$ cat config.mk
export PLATFORM = sky130hd
export DESIGN_NAME = sum_normalize
export DESIGN_NICKNAME = d
export VERILOG_FILES = /design/src/rtl/sum_normalize.sv
export SDC_FILE = /design/constraint.sdc
export NUM_CORES = 1
export LEC_CHECK = 0
export ABC_CLOCK_PERIOD_IN_PS = 5000
export BUFFER_PORTS_ARGS = -buffer_cell sky130_fd_sc_hd__buf_4
export CORE_AREA = 3 3 77 86
export CTS_CLUSTER_DIAMETER = 40
export DETAILED_ROUTE_END_ITERATION = 10
export DIE_AREA = 0 0 80 89
export PLACE_DENSITY = 0.67
export SLEW_MARGIN = 0
export SYNTH_ARGS = -nofsm -noshare
export SYNTH_HDL_FRONTEND = slang
export SYNTH_SLANG_ARGS = --single-unit
$ cat constraint.sdc
create_clock -name clk -period 5 [get_ports clk]
set_input_delay 0.5 -clock clk [delete_from_list [all_inputs] [get_ports clk]]
set_output_delay 0.5 -clock clk [all_outputs]
set_load 0.01 [all_outputs]
$ cat src/rtl/sum_normalize.sv
// Two-stage normalizer: turns a two's-complement fixed-point sum plus base exponent
// into sign / exponent / rounded significand with zero-flush and overflow saturation.
module sum_normalize #(
   parameter int sigWidth   = 4,
   parameter int low_expand = 2,
   parameter int expWidth   = 5
) (
   input  logic                                 clk,
   input  logic                                 rst_n,
   input  logic [sigWidth+4+low_expand-1:0]     in_sum,
   input  logic [expWidth-1:0]                  in_exp,
   input  logic                                 in_valid,
   output logic                                 in_ready,
   output logic                                 out_sign,
   output logic [expWidth-1:0]                  out_exp,
   output logic [sigWidth-1:0]                  out_sig,
   output logic                                 out_zero,
   output logic                                 out_ovf,
   output logic                                 out_valid,
   input  logic                                 out_ready
);

   localparam int W  = sigWidth + 4 + low_expand;
   localparam int U  = sigWidth + low_expand;
   localparam int PW = $clog2(W);
   localparam int EW = expWidth + 2;
   localparam logic signed [EW-1:0] EMAX = EW'((1 << expWidth) - 1);

   logic                s1_valid;
   logic                s1_sign;
   logic [W-1:0]        s1_mag;
   logic                s1_zero;
   logic [expWidth-1:0] s1_exp;

   logic                s1_en;
   logic                s2_en;
   logic [W-1:0]        mag_in;

   logic [PW-1:0]       lead;
   logic [PW-1:0]       shamt;
   logic [W-1:0]        shifted;
   logic [sigWidth-1:0] frac;
   logic                guard;
   logic                sticky;
   logic                round_up;
   logic [sigWidth:0]   rounded;
   logic                carry;
   logic signed [EW-1:0] e_norm;

   logic                nx_sign;
   logic [expWidth-1:0] nx_exp;
   logic [sigWidth-1:0] nx_sig;
   logic                nx_zero;
   logic                nx_ovf;

   assign s2_en    = !out_valid || out_ready;
   assign s1_en    = !s1_valid || s2_en;
   assign in_ready = !s1_valid || !out_valid || out_ready;

   // The most-negative input negates to 2^(W-1), which still fits W unsigned bits.
   assign mag_in = in_sum[W-1] ? (~in_sum + W'(1)) : in_sum;

   always_ff @(posedge clk or negedge rst_n) begin
      if (!rst_n) begin
         s1_valid <= 1'b0;
         s1_sign  <= 1'b0;
         s1_mag   <= '0;
         s1_zero  <= 1'b0;
         s1_exp   <= '0;
      end else if (s1_en) begin
         s1_valid <= in_valid;
         s1_sign  <= in_sum[W-1];
         s1_mag   <= mag_in;
         s1_zero  <= (in_sum == '0);
         s1_exp   <= in_exp;
      end
   end

   always_comb begin
      lead = '0;
      for (int i = 0; i < W; i++) begin
         if (s1_mag[i]) lead = PW'(i);
      end
      shamt    = PW'(W - 1) - lead;
      shifted  = s1_mag << shamt;
      frac     = shifted[W-2 -: sigWidth];
      guard    = shifted[W-2-sigWidth];
      sticky   = |shifted[W-3-sigWidth:0];
      round_up = guard && (sticky || frac[0]);
      rounded  = {1'b0, frac} + {{sigWidth{1'b0}}, round_up};
      carry    = rounded[sigWidth];
      e_norm   = $signed({2'b00, s1_exp}) + $signed({{(EW-PW){1'b0}}, lead})
               - $signed(EW'(U)) + $signed({{(EW-1){1'b0}}, carry});
   end

   // Result selection; on a rounding carry the low fraction bits are already zero.
   always_comb begin
      nx_sign = s1_sign;
      nx_exp  = e_norm[expWidth-1:0];
      nx_sig  = rounded[sigWidth-1:0];
      nx_zero = 1'b0;
      nx_ovf  = 1'b0;
      if (s1_zero || !shifted[W-1]) begin
         nx_sign = 1'b0;
         nx_exp  = '0;
         nx_sig  = '0;
         nx_zero = 1'b1;
      end else if (e_norm <= 0) begin
         nx_exp  = '0;
         nx_sig  = '0;
         nx_zero = 1'b1;
      end else if (e_norm > EMAX) begin
         nx_exp  = '1;
         nx_sig  = '0;
         nx_ovf  = 1'b1;
      end
   end

   always_ff @(posedge clk or negedge rst_n) begin
      if (!rst_n) begin
         out_valid <= 1'b0;
         out_sign  <= 1'b0;
         out_exp   <= '0;
         out_sig   <= '0;
         out_zero  <= 1'b0;
         out_ovf   <= 1'b0;
      end else if (s2_en) begin
         out_valid <= s1_valid;
         out_sign  <= nx_sign;
         out_exp   <= nx_exp;
         out_sig   <= nx_sig;
         out_zero  <= nx_zero;
         out_ovf   <= nx_ovf;
      end
   end

endmodule
# After elaboration in Yosys (flattened, before gate mapping)
# Index checks and enable logic that the tools add are counted.
[word_totals]
out_inout_bits = 14
input_bits = 19
wordCells = 55
reg_bits = 31
[classes]
shifts = 1
bitwise_logic = 1
n_lt_le_gt_ge = 2
add_sub_neg = 6
muxes = 22
reduce_logical = 12
[op_table]
columns = ["operator", "n"]
rows = [
  ["4-bit two-way mux", 11],
  ["5-bit two-way mux", 3],
  ["10-bit by 1-bit adder with 10-bit output, second input constant", 1],
  ["10-bit zero test", 1],
  ["10-bit two-way mux", 1],
  ["10-bit NOT", 1],
  ["10-bit by 4-bit << shifter with 10-bit output", 1],
  ["7-bit by 2-bit adder with 7-bit output", 1],
  ["7-bit by 6-bit greater-than comparator with 1-bit output, second input constant", 1],
  ["7-bit by 1-bit less-or-equal comparator with 1-bit output, second input constant", 1],
  ["1-bit two-way mux", 7],
  ["6-bit by 3-bit subtractor with 7-bit output, second input constant", 1],
  ["5-bit by 4-bit adder with 6-bit output", 1],
  ["1-bit logical OR", 6],
  ["4-bit by 1-bit adder with 5-bit output", 1],
  ["4-bit OR reduction", 1],
  ["4-bit subtractor, first input constant", 1],
  ["1-bit zero test", 3],
  ["1-bit logical AND", 1],
]

# Longest topological paths before layout
# Gate-level depths: netlist of run 1.
[logic_depth]
depth_word = 20
ltp_mapped = 24
ltp_nobuf = 22

# Worst setup path after synthesis of run 1
# Ideal clock, no wire load.
[synth_timing]
kind = "flip-flop to flip-flop"
start = "register s1_mag[8]"
end = "register out_sig[1]"
setup_ns = 0.122
n_path_buf = 3
path_stages_with_launch = 23
synth_period_minus_slack_ns = 4.143
slack_ns = 0.857
arrival_time_ns = 4.021
required_ns = 4.878
cell_sequence = "dfrtp_1 -> buf_2 -> or2_1 -> buf_2 -> inv_2 -> nand2_2 -> ha_1 -> clkbuf_1 -> nor2_1 -> a32o_1 -> and2_1 -> ha_1 -> nand4_1 -> fa_1 -> inv_1 -> ha_1 -> fa_1 -> a21oi_1 -> nor2_1 -> nor2_1 -> xnor2_1 -> nor2b_1 -> a32o_1"
[synth_via]
elab_chain_cells = 13
elab_cells_between_ends = 18
classes_between = "5 x add/sub; 2 x order compare; 1 x shift; 5 x mux; 5 x reduce/logical"
[synth_lines]
columns = ["element", "line", "rtl"]
rows = [
  ["start, declared", "31", "logic [W-1:0] s1_mag;"],
  ["start signal, assigned", "73", "s1_mag <= mag_in;"],
  ["4-bit two-way mux (2 in a row)", "82", "if (s1_mag[i]) lead = PW'(i);"],
  ["4-bit subtractor", "84", "shamt = PW'(W - 1) - lead;"],
  ["10-bit by 4-bit << shifter with 10-bit output", "85", "shifted = s1_mag << shamt;"],
  ["4-bit OR reduction", "88", "sticky = |shifted[W-3-sigWidth:0];"],
  ["1-bit logical OR", "89", "round_up = guard && (sticky || frac[0]);"],
  ["1-bit logical AND", "89", ""],
  ["4-bit by 1-bit adder with 5-bit output", "90", "rounded = {1'b0, frac} + {{sigWidth{1'b0}}, round_up};"],
  ["7-bit by 2-bit adder with 7-bit output", "93", "- $signed(EW'(U)) + $signed({{(EW-1){1'b0}}, carry});"],
  ["7-bit by 6-bit greater-than comparator with 1-bit output", "112", "end else if (e_norm > EMAX) begin"],
  ["4-bit two-way mux", "112", ""],
  ["4-bit two-way mux", "108", "end else if (e_norm <= 0) begin"],
  ["4-bit two-way mux (*)", "103", "if (s1_zero || !shifted[W-1]) begin"],
  ["end signal, assigned", "131", "out_sig <= nx_sig;"],
  ["end, declared", "16", "output logic [sigWidth-1:0] out_sig,"],
]
# Every way passes the cells marked *; elsewhere a longest branch is shown, timed or not.
# A chain may end at the register's enable or synchronous reset.

# Worst setup path in the final report of run 1
[layout_timing]
start = "register s1_mag[9]"
end = "register out_exp[2]"
[layout_via]
elab_chain_cells = 12
elab_cells_between_ends = 17
classes_between = "5 x add/sub; 2 x order compare; 1 x shift; 4 x mux; 5 x reduce/logical"
[layout_lines]
columns = ["element", "line", "rtl"]
rows = [
  ["4-bit two-way mux", "82", ""],
  ["4-bit subtractor", "84", ""],
  ["10-bit by 4-bit << shifter with 10-bit output", "85", ""],
  ["4-bit OR reduction", "88", ""],
  ["1-bit logical OR", "89", ""],
  ["1-bit logical AND", "89", ""],
  ["4-bit by 1-bit adder with 5-bit output", "90", ""],
  ["7-bit by 2-bit adder with 7-bit output", "93", ""],
  ["7-bit by 6-bit greater-than comparator with 1-bit output", "112", ""],
  ["5-bit two-way mux", "112", ""],
  ["5-bit two-way mux", "108", ""],
  ["5-bit two-way mux (*)", "103", ""],
  ["end signal, assigned", "130", "out_exp <= nx_exp;"],
  ["end, declared", "15", "output logic [expWidth-1:0] out_exp,"],
]
# Marks and branches as above.

==> run_results.csv, run 1 <==
group,metric,value,unit
clock_tree,clk_latency,0.29,ns
floorplanning,die_h,89,um
run_status,status,"finished clean",
sta,setup-violations-final,0,
power_and_ir_drop,switchingPower,0.000405,W
synthesis,synth_ff_type,"dfrtp_1",
synthesis,syn_avg_cell_area,8.58,um^2
global_routing,grt_pass1_wl,8850,um
clock_tree,cts_sinks,31,
power_and_ir_drop,p_int,0.000618,W
synthesis,syn_area,2310,um^2
clock_tree,numCtsBuffers,5,
sta,fin_skew,0.00539,ns
floorplanning,start_util,0.398,
detailed_routing,viasPerCell,5.21,
clock_tree,cts-root-buf,"clkbuf_8",
detailed_routing,top_layer,"met4",
global_routing,grt_max_degree,32,
global_routing,grt_pass1_vias,1872,
setup_path,path_buf_inv,2,
place,hpwlAfterDp,3860,um
power_and_ir_drop,p_seq_frac,0.344,
sta,tightest_slew,0.981,ns
clock_tree,htreeDepth,2,
finish,utilization,0.459,
synthesis,syn_inst,269,
synthesis,syn_nets,301,
synthesis,synth-edff-count,0,
floorplanning,ios,33,
hold_path,hold_class,"in -> async",
setup_path,start_kind,"flip-flop",
finish,areaGrowthSynthToFinish,15.4,%
power_and_ir_drop,clockPowerShare,0.194,
setup_path,worstPathMaxFanout,12,
sta,finalHoldViolCount,0,
detailed_routing,avgRoutedWirePerCell,13.7,um
global_routing,globalRouteOverflowTotal,0,
detailed_routing,drt_iter0_markers,74,
floorplanning,dieArea,7120,um^2
sta,post-route-period-util,0.875,
detailed_routing,first_pass_iters,4,
floorplanning,core_area,5810,um^2
detailed_routing,routed_wl,5070,um
setup_path,cp-end-kind,"flip-flop",
synthesis,ys_seq_area_frac,0.336,
setup_path,cp.arrival,4.58,ns
detailed_routing,wl_met2,2560,um
detailed_routing,wl_met3,202,um
clock_tree,clk_pin_slew,0.07,ns
place,place_inst,363,
sta,hold-worst-slack,0.135,ns
global_routing,antenna_found_initial,0,
setup_path,cp.required,5.21,ns
sta,maxSlewViolCount,0,
setup_path,path_class,"reg -> reg",
finish,final_cells,371,
synthesis,ys_ff_latch,31,
setup_path,cpMaxStageDelayCell,"ha_1",
floorplanning,rows,29,
place,numPortBuffers,32,
power_and_ir_drop,pwr-share-comb,0.462,
floorplanning,die_w,80,um
detailed_routing,met1_length,2230,um
detailed_routing,drcViolationCount,0,
clock_tree,cts_buffer_depth,2,
power_and_ir_drop,swShare,0.396,
clock_tree,post_cts_resized,0,
power_and_ir_drop,p_leak,1.22,nW
setup_path,worstPathCellList,"or2_1 > inv_2 > nand2_2 > ha_1 > nor2_1 > a32o_1 > and2_1 > ha_1 > nand4_1 > fa_1 > inv_1 > ha_1 > fa_1 > a21oi_1 > nor2_1 > nor2_1 > xnor2_1 > and2_1 > nor2_1 > o21ai_1",
power_and_ir_drop,powerDensity,384,nW/um^2
finish,num-nets-final,325,
clock_tree,cts_tree,"yes",
setup_path,cp_top_family,"adder cells",
sta,timing.setup.tns,0,ns
synthesis,synth-async-reset-ratio,1.00,
clock_tree,cts.hold.buffers_added,0,
place,place_congestion,0.840,
finish,antenna_cells,0,
synthesis,yosys_warnings,0,
synthesis,yosysUniqueCellTypes,59,
detailed_routing,num_vias,1932,
finish,drive_gt1_frac,0.187,
power_and_ir_drop,ir_worst_vdd,168,uV
detailed_routing,detail-route-antenna-nets,0,
setup_path,max_stage_delay,0.59,ns
clock_tree,cts_post_setup_buffers_inserted,0,
setup_path,crit_top_cell,"nor2_1",
sta,finalCriticalPeriod,4.37,ns
run,drv_cap,0,
global_routing,grt_usage,0.157,
sta,rsz0062_at_grt,"false",
sta,fmax,229,MHz
sta,max_slew_margin,0.345,
==> logic make-up (layout without fill, tap and decap cells) <==
kind of cell	Yosys count	count (layout)	share of synthesized area
and+or+nand+nor	94	94	0.204
AOI/OAI and AO/OA	75	75	0.229
buffers and inverters	35	60	0.0629
DFF	31	31	0.336
adders and majority gates	13	13	0.0770
xor gates and xnor gates	13	13	0.0526
muxes	8	8	0.0385
==> power by group through the flow <==
stage	Combinational (W)	Sequential [W]	Clock (W)
finish	0.000472	0.000352	0.000199
global route	0.000534	0.000362	0.000217
CTS	0.000477	0.000352	0.000206
detailed placement	0.000473	0.000357	0
global placement	0.000470	0.000354	0
floorplan	0.000338	0.000350	0
==> flip-flops by register name (all words and copies together), names as in the netlist <==
signal     cells
out_sig        4
out_exp        5
out_ovf        1
s1_valid       1
s1_zero        1
out_zero       1
s1_exp         5
out_valid      1
s1_sign        1
s1_mag        10
out_sign       1
==> area by class of cell <==
cell class	instances	area [um^2]
well taps	77	96.3
flip-flops and latches	31	776
fillers	585	3140
clock inverters	2	12.5
inverters	19	71.3
clock buffers	6	72.6
repair buffers	33	248
multi-input cells	203	1390
==> layer usage <==
layer / vias up / track usage
met5: - / 0
met1: 890 / 0.191
met3: 6 / 0.0272
met4: 0 / 0.0507
met2: 41 / 0.283
li1: 995 / -
==> worst reg2reg max path: stages, from the launching register on <==
cell and delay [ns]:
dfrtp_1 0.48, or2_1 0.36, inv_2 0.15, nand2_2 0.13, ha_1 0.59, nor2_1 0.10, a32o_1 0.24, and2_1 0.17
ha_1 0.20, nand4_1 0.10, fa_1 0.17, inv_1 0.04, ha_1 0.19, fa_1 0.41, a21oi_1 0.15, nor2_1 0.05
nor2_1 0.11, xnor2_1 0.22, and2_1 0.25, nor2_1 0.06, o21ai_1 0.12
==> cell usage in the layout, fill, tap and decap left out, drive strengths merged, types with 2 or more instances in the layout <==
cell    synthesis  layout
xor2            8       8
clkbuf         10       6
o31ai           5       5
mux2i           4       4
or2             5       5
o21ai          25      25
fa              2       2
mux2            4       4
buf             6      33
a22o            2       2
o31a            2       2
xnor2           5       5
nor2b           7       7
o32ai           2       2
inv            19      19
a21o            3       3
a32o            3       3
nand2          32      32
nor2           22      22
o21a            2       2
or4             3       3
dfrtp          31      31
ha             11      11
a32oi           3       3
nor3b           2       2
a21oi          16      16
nand2b          5       5
nand3           4       4
and2            5       5
o41ai           2       2
nand4           2       2
==> Yosys cell counts (all sizes together), types with 2 or more instances <==
library cell  instances  share of area
a21o                  3         0.0098
nand3                 4         0.0087
a32o                  3          0.013
buf                   6          0.016
nand2b                5          0.014
nor3b                 2         0.0065
inv                  19          0.031
xnor2                 5          0.022
or2                   5          0.014
a32oi                 3          0.011
mux2                  4          0.021
dfrtp                31           0.34
o31ai                 5          0.016
nand4                 2         0.0054
and2                  5          0.015
o21ai                25          0.056
mux2i                 4          0.017
nor2b                 7          0.019
clkbuf               10          0.016
o31a                  2         0.0076
or4                   3         0.0098
nand2                32          0.053
xor2                  8          0.030
a21oi                16          0.035
fa                    2          0.017
o21a                  2         0.0065
o41ai                 2          0.011
a22o                  2         0.0076
o32ai                 2          0.019
nor2                 22          0.036
ha                   11          0.060
==> per-stage QoR <==
stage                     setup slack (ns)  power (W)  instance area, um^2
after floorplan                      0.857   0.000688                 2310
final                                0.627    0.00102                 2660
after detailed placement             0.641   0.000830                 2580
after global routing                 0.170    0.00111                 2660
after CTS                            0.612    0.00104                 2660
after global placement               0.772   0.000824                 2580
==> final timing paths <==
path	endpoint	slack [ns]	depth (start not counted)	start
min	out_valid	0.14	1	rst_n
max	out_exp[2]	0.63	20	s1_mag[9]
min in group clk	s1_valid	0.40	2	in_valid
max reg2reg	out_exp[2]	0.63	20	s1_mag[9]
min reg2reg	out_valid	0.48	1	s1_valid
max in group asynchronous	out_sig[2]	4.58	1	rst_n
Note: power is estimated with default switching activity, not from simulation.
==> run 2: changes to the inputs <==
REMOVE_ABC_BUFFERS = 1   (was not set)
==> run 2 against run 1 <==
Effect of this change: clock skew up 0.0044 ns; critical path depth down 2; via count up 1.7%; clock-buffer cell count up 1; register-to-register slack worse by 0.05 ns; combinational power up 0.8%; flip-flop and latch count unchanged; cell area up 0.99%; sequential share of layout area down 0.28 points; highest routed layer unchanged.
==> run_results.csv, run 2 (synthesis results as in run 1) <==
group,metric,value,unit
clock_tree,cts_buffer_depth,2,
sta,setup-violations-final,0,
floorplanning,dieArea,7120,um^2
finish,num-nets-final,326,
run_status,status,"finished clean",
finish,areaGrowthSynthToFinish,16.5,%
global_routing,antenna_found_initial,0,
place,preCtsSetupSlack,0.618,ns
setup_path,path_class,"reg -> reg",
place,hpwlAfterDp,3880,um
detailed_routing,first_pass_iters,4,
floorplanning,ios,33,
sta,finalCriticalPeriod,4.42,ns
sta,timing.setup.tns,0,ns
clock_tree,cts_post_setup_buffers_inserted,0,
sta,max_slew_margin,0.330,
sta,setup_ws,0.580,ns
setup_path,cp-end-kind,"flip-flop",
clock_tree,cts.hold.buffers_added,0,
floorplanning,rows,29,
clock_tree,cts_tree,"yes",
sta,fin_skew,0.00974,ns
sta,post-route-period-util,0.884,
global_routing,grt_pass1_vias,1937,
finish,drive_gt1_frac,0.193,
clock_tree,clk_pin_slew,0.07,ns
floorplanning,die_w,80,um
global_routing,globalRouteOverflowTotal,0,
detailed_routing,avgRoutedWirePerCell,13.5,um
finish,final_common_cell,"buf_4",
power_and_ir_drop,p_leak,1.23,nW
clock_tree,post_cts_resized,0,
finish,largest_register,"s1_mag",
finish,top_regs,"s1_mag x10, out_exp x5, s1_exp x5",
sta,maxSlewViolCount,0,
global_routing,grt_pass1_wl,8940,um
clock_tree,clk_latency,0.28,ns
floorplanning,die_h,89,um
hold_path,hold_class,"in -> async",
detailed_routing,drt_iter0_markers,75,
clock_tree,cts_sinks,31,
clock_tree,htreeDepth,2,
place,numPortBuffers,32,
power_and_ir_drop,powerDensity,388,nW/um^2
sta,finalHoldViolCount,0,
sta,rsz0062_at_grt,"false",
global_routing,grt_max_degree,32,
run,drv_cap,0,
detailed_routing,viasPerCell,5.28,
setup_path,start_kind,"flip-flop",
detailed_routing,routed_wl,5020,um
power_and_ir_drop,ir_worst_vdd,172,uV
setup_path,cp.arrival,4.59,ns
place,place_congestion,0.900,
sta,tightest_slew,1.00,ns
setup_path,worstPathMaxFanout,12,
sta,fmax,226,MHz
finish,antenna_cells,0,
detailed_routing,num_vias,1964,
finish,largest_reg_flops,10,
floorplanning,core_area,5810,um^2
detailed_routing,detail-route-antenna-nets,0,
floorplanning,start_util,0.398,
global_routing,grt_usage,0.159,
clock_tree,numCtsBuffers,5,
finish,layout_common_cells,"34 x buf_4, 31 x nand2_1, 31 x dfrtp_1",
setup_path,cp.required,5.17,ns
clock_tree,cts-root-buf,"clkbuf_8",
detailed_routing,drcViolationCount,0,
run 2: where the power goes:
| part | internal [W] | total (W) | switching, W |
|---|---|---|---|
| sequential | 0.000303 | 0.000350 | 0.0000468 |
| combinational | 0.000219 | 0.000476 | 0.000256 |
| clock | 0.000125 | 0.000218 | 0.0000926 |
run 2: worst paths after layout:
check / startpoint / slack, ns / cells after the start / endpoint
setup / recovery: s1_mag[8] / 0.58 / 18 / out_sig[1]
hold / removal: rst_n / 0.13 / 1 / out_exp[4]
hold reg to reg: out_exp[2] / 0.48 / 2 / out_exp[2]
max in group asynchronous: rst_n / 4.58 / 1 / s1_exp[0]
setup reg to reg: s1_mag[8] / 0.58 / 18 / out_sig[1]
min in group clk: in_valid / 0.40 / 2 / s1_valid
run 2: cell type report:
cell class                 instances  area (um^2)
clock inverter                     1         7.51
fill                             591         3120
sequential                        31          776
inverter                          19         71.3
clock buffer                       7         96.3
multi-input combinational        203         1390
timing repair buffer              34          255
tap                               77         96.3
run 2: per-stage QoR:
stage | cells | utilization | cell area [um^2] | hold WS, ns | power [W]
2_1_floorplan | 253 | - | 2230 | 0.204 | 0.000675
3_3_place_gp | 364 | 0.445 | 2590 | 0.449 | 0.000825
3_5_place_dp | 364 | 0.445 | 2590 | 0.453 | 0.000832
4_1_cts | 372 | 0.463 | 2690 | 0.147 | 0.00105
5_1_grt | 372 | 0.463 | 2690 | 0.156 | 0.00113
6_report | 372 | 0.463 | 2690 | 0.135 | 0.00104
run 2: worst max-delay path: stages, from the launching register on:
cell and delay (ns):
dfrtp_1 0.48, or2_1 0.39, inv_2 0.17, nand2_2 0.14, ha_1 0.59, o21ai_0 0.19
o221a_2 0.31, ha_1 0.22, nand4_1 0.10, fa_1 0.17, inv_1 0.04, ha_1 0.20
fa_1 0.40, a21oi_1 0.15, nor2_1 0.05, nor2_1 0.10, xnor2_1 0.20, nor2b_1 0.13
a32o_1 0.27
run 2: routing by layer:
layer	vias to the layer above	global-route usage	routed length [um]
li1	999	-	-
met1	913	0.191	2280
met2	48	0.283	2470
met3	4	0.0393	222
met4	0	0.0445	48
met5	-	0	0
==> run 3: changes to the inputs <==
CELL_PAD_IN_SITES_DETAIL_PLACEMENT = 1   (was not set)
CELL_PAD_IN_SITES_GLOBAL_PLACEMENT = 2   (was not set)
CORE_AREA = 3 3 82 92   (was 3 3 77 86)
DIE_AREA = 0 0 85 95   (was 0 0 80 89)
PLACE_DENSITY = 0.88   (was 0.67)
==> run 3 against run 2 <==
Effect of this change: critical path depth is 2 higher; final cell count increased by 1.1%; total power shrank 0.46%; register-to-register slack worse by 0.10 ns; setup slack got worse by 0.10 ns; hold slack worse by 0.0057 ns; critical path type unchanged; sequential share of layout area rose by 0.22 points; largest cell class unchanged; sequential power about the same; flip-flop and latch count did not move.
==> run_results.csv, run 3 (synthesis results as in run 1) <==
group,metric,value,unit
finish,final_cells,376,
floorplanning,ios,33,
place,place_congestion,0.877,
place,numPortBuffers,32,
hold_path,hold_class,"in -> async",
place,hpwlAfterDp,4510,um
floorplanning,dieArea,8080,um^2
setup_path,cpMaxStageDelayCell,"ha_1",
finish,final_common_cell,"buf_4",
global_routing,antenna_found_initial,0,
clock_tree,clk_pin_slew,0.07,ns
clock_tree,clk_latency,0.29,ns
sta,fmax,221,MHz
sta,tightest_slew,1.08,ns
finish,register_area,776,um^2
detailed_routing,drcViolationCount,0,
setup_path,worstPathCellList,"or2_1 > inv_2 > nand2_2 > ha_1 > nor2_1 > a32o_1 > and2_1 > ha_1 > nand4_1 > fa_1 > inv_1 > ha_1 > fa_1 > a21oi_1 > nor2_1 > nor2_1 > xnor2_1 > nand2_1 > and2_1 > o21ai_1",
global_routing,grt_pass1_wl,10500,um
clock_tree,numCtsBuffers,5,
setup_path,path_class,"reg -> reg",
setup_path,worstPathMaxFanout,12,
global_routing,globalRouteOverflowTotal,0,
clock_tree,cts_buffer_depth,2,
detailed_routing,viasPerCell,5.31,
place,place_inst,368,
finish,largest_reg_flops,10,
clock_tree,htreeDepth,2,
setup_path,regToRegEndpoint,"out_exp[4]",
run_status,status,"finished clean",
floorplanning,start_util,0.348,
power_and_ir_drop,p_leak,1.22,nW
clock_tree,cts.hold.buffers_added,0,
power_and_ir_drop,ir_worst_vdd,162,uV
finish,multi_input_area,1390,um^2
detailed_routing,first_pass_iters,4,
sta,timing.setup.tns,0,ns
sta,post-route-period-util,0.904,
setup_path,cp.arrival,4.74,ns
power_and_ir_drop,fin_total_pwr,0.00104,W
setup_path,start_kind,"flip-flop",
detailed_routing,routed_wl,5830,um
finish,layout_common_cells,"33 x buf_4, 31 x nand2_1, 31 x dfrtp_1",
setup_path,cp-end-kind,"flip-flop",
detailed_routing,num_vias,1996,
setup_path,ff2ff_setup_slack,0.48,ns
sta,maxSlewViolCount,0,
run,drv_cap,0,
finish,num-nets-final,325,
finish,areaGrowthSynthToFinish,15.7,%
setup_path,cp.required,5.22,ns
global_routing,grt_usage,0.161,
finish,top_regs,"s1_mag x10, out_exp x5, s1_exp x5",
clock_tree,post_cts_resized,0,
finish,largest_register,"s1_mag",
setup_path,max_stage_delay,0.60,ns
power_and_ir_drop,powerDensity,389,nW/um^2
finish,antenna_cells,0,
floorplanning,rows,31,
detailed_routing,drt_iter0_markers,48,
floorplanning,core_area,6630,um^2
setup_path,timing.rr.start,"s1_mag[9]",
sta,finalHoldViolCount,0,
sta,setup-violations-final,0,
sta,max_slew_margin,0.278,
finish,drive_gt1_frac,0.187,
floorplanning,die_h,95,um
global_routing,grt_pass1_vias,2106,
floorplanning,die_w,85,um
sta,rsz0062_at_grt,"false",
detailed_routing,avgRoutedWirePerCell,15.5,um
clock_tree,cts-root-buf,"clkbuf_8",
setup_path,rr_worst_depth,20,
detailed_routing,detail-route-antenna-nets,0,
clock_tree,cts_tree,"yes",
finish,fill_cells,817,
sta,finalCriticalPeriod,4.52,ns
sta,fin_skew,0.00595,ns
global_routing,grt_max_degree,32,
sta,hold-worst-slack,0.129,ns
clock_tree,cts_sinks,31,
clock_tree,cts_post_setup_buffers_inserted,0,
[run 3: changes by cell type in the layout (fill, tap and decap cells not counted), sizes merged]
| cell | before | now |
|---|---|---|
| buf | 34 | 33 |
| clkbuf | 7 | 6 |
| clkinv | 0 | 1 |
[run 3: area by class of cell]
cell class	instances	area share
Clock inverter	2	0.00469
Multi-Input combinational cell	203	0.520
Clock buffer	6	0.0272
Inverter	19	0.0267
Timing Repair Buffer	33	0.0928
Sequential cell	31	0.291
Tap cell	82	0.0384
[run 3: worst max-delay path: cells and delay by family, from the launching register on]
kind | cells | cell delay (ns)
buffers and inverters | 2 | 0.22
XOR/XNOR | 1 | 0.25
adder cells (fa/ha/maj) | 5 | 1.59
AO/OA/AOI/OAI | 3 | 0.50
AND/OR/NAND/NOR | 9 | 1.39
flip-flops | 1 | 0.49
[run 3: worst max-delay path by stage]
| stage | endpoint | startpoint | cells after the start | slack (ns) |
|---|---|---|---|---|
| 3_5_place_dp | out_exp[4] | s1_mag[8] | 20 | 0.50 |
| 5_1_grt | out_exp[0] | s1_mag[5] | 19 | 0.08 |
| 6_report | out_exp[4] | s1_mag[9] | 20 | 0.48 |
| 2_1_floorplan | out_sig[1] | s1_mag[8] | 19 | 1.07 |
| 3_3_place_gp | out_exp[0] | s1_mag[8] | 20 | 0.64 |
| 4_1_cts | out_exp[4] | s1_mag[9] | 20 | 0.46 |
[run 3: per-layer routing]
metal / up-vias / routed length, um / global-route usage
met3: 6 / 215 / 0.0271
met2: 36 / 2870 / 0.277
met5: - / 0 / 0
met1: 969 / 2670 / 0.208
met4: 0 / 69 / 0.0462
li1: 985 / - / -
[run 3: report_power, final]
group	switching (W)	internal [W]	total, W
clock network	0.000104	0.0000973	0.000201
registers	0.0000487	0.000303	0.000352
logic	0.000267	0.000219	0.000485
total	0.000419	0.000619	0.00104
[run 3: through the flow]
| stage | area [um^2] | utilization | setup WS, ns |
|---|---|---|---|
| 5_1_grt | 2670 | 0.403 | 0.0849 |
| 4_1_cts | 2670 | 0.403 | 0.460 |
| 3_5_place_dp | 2580 | 0.390 | 0.498 |
| 6_report | 2670 | 0.403 | 0.479 |
| 3_3_place_gp | 2580 | 0.390 | 0.637 |
| 2_1_floorplan | 2230 | - | 1.07 |
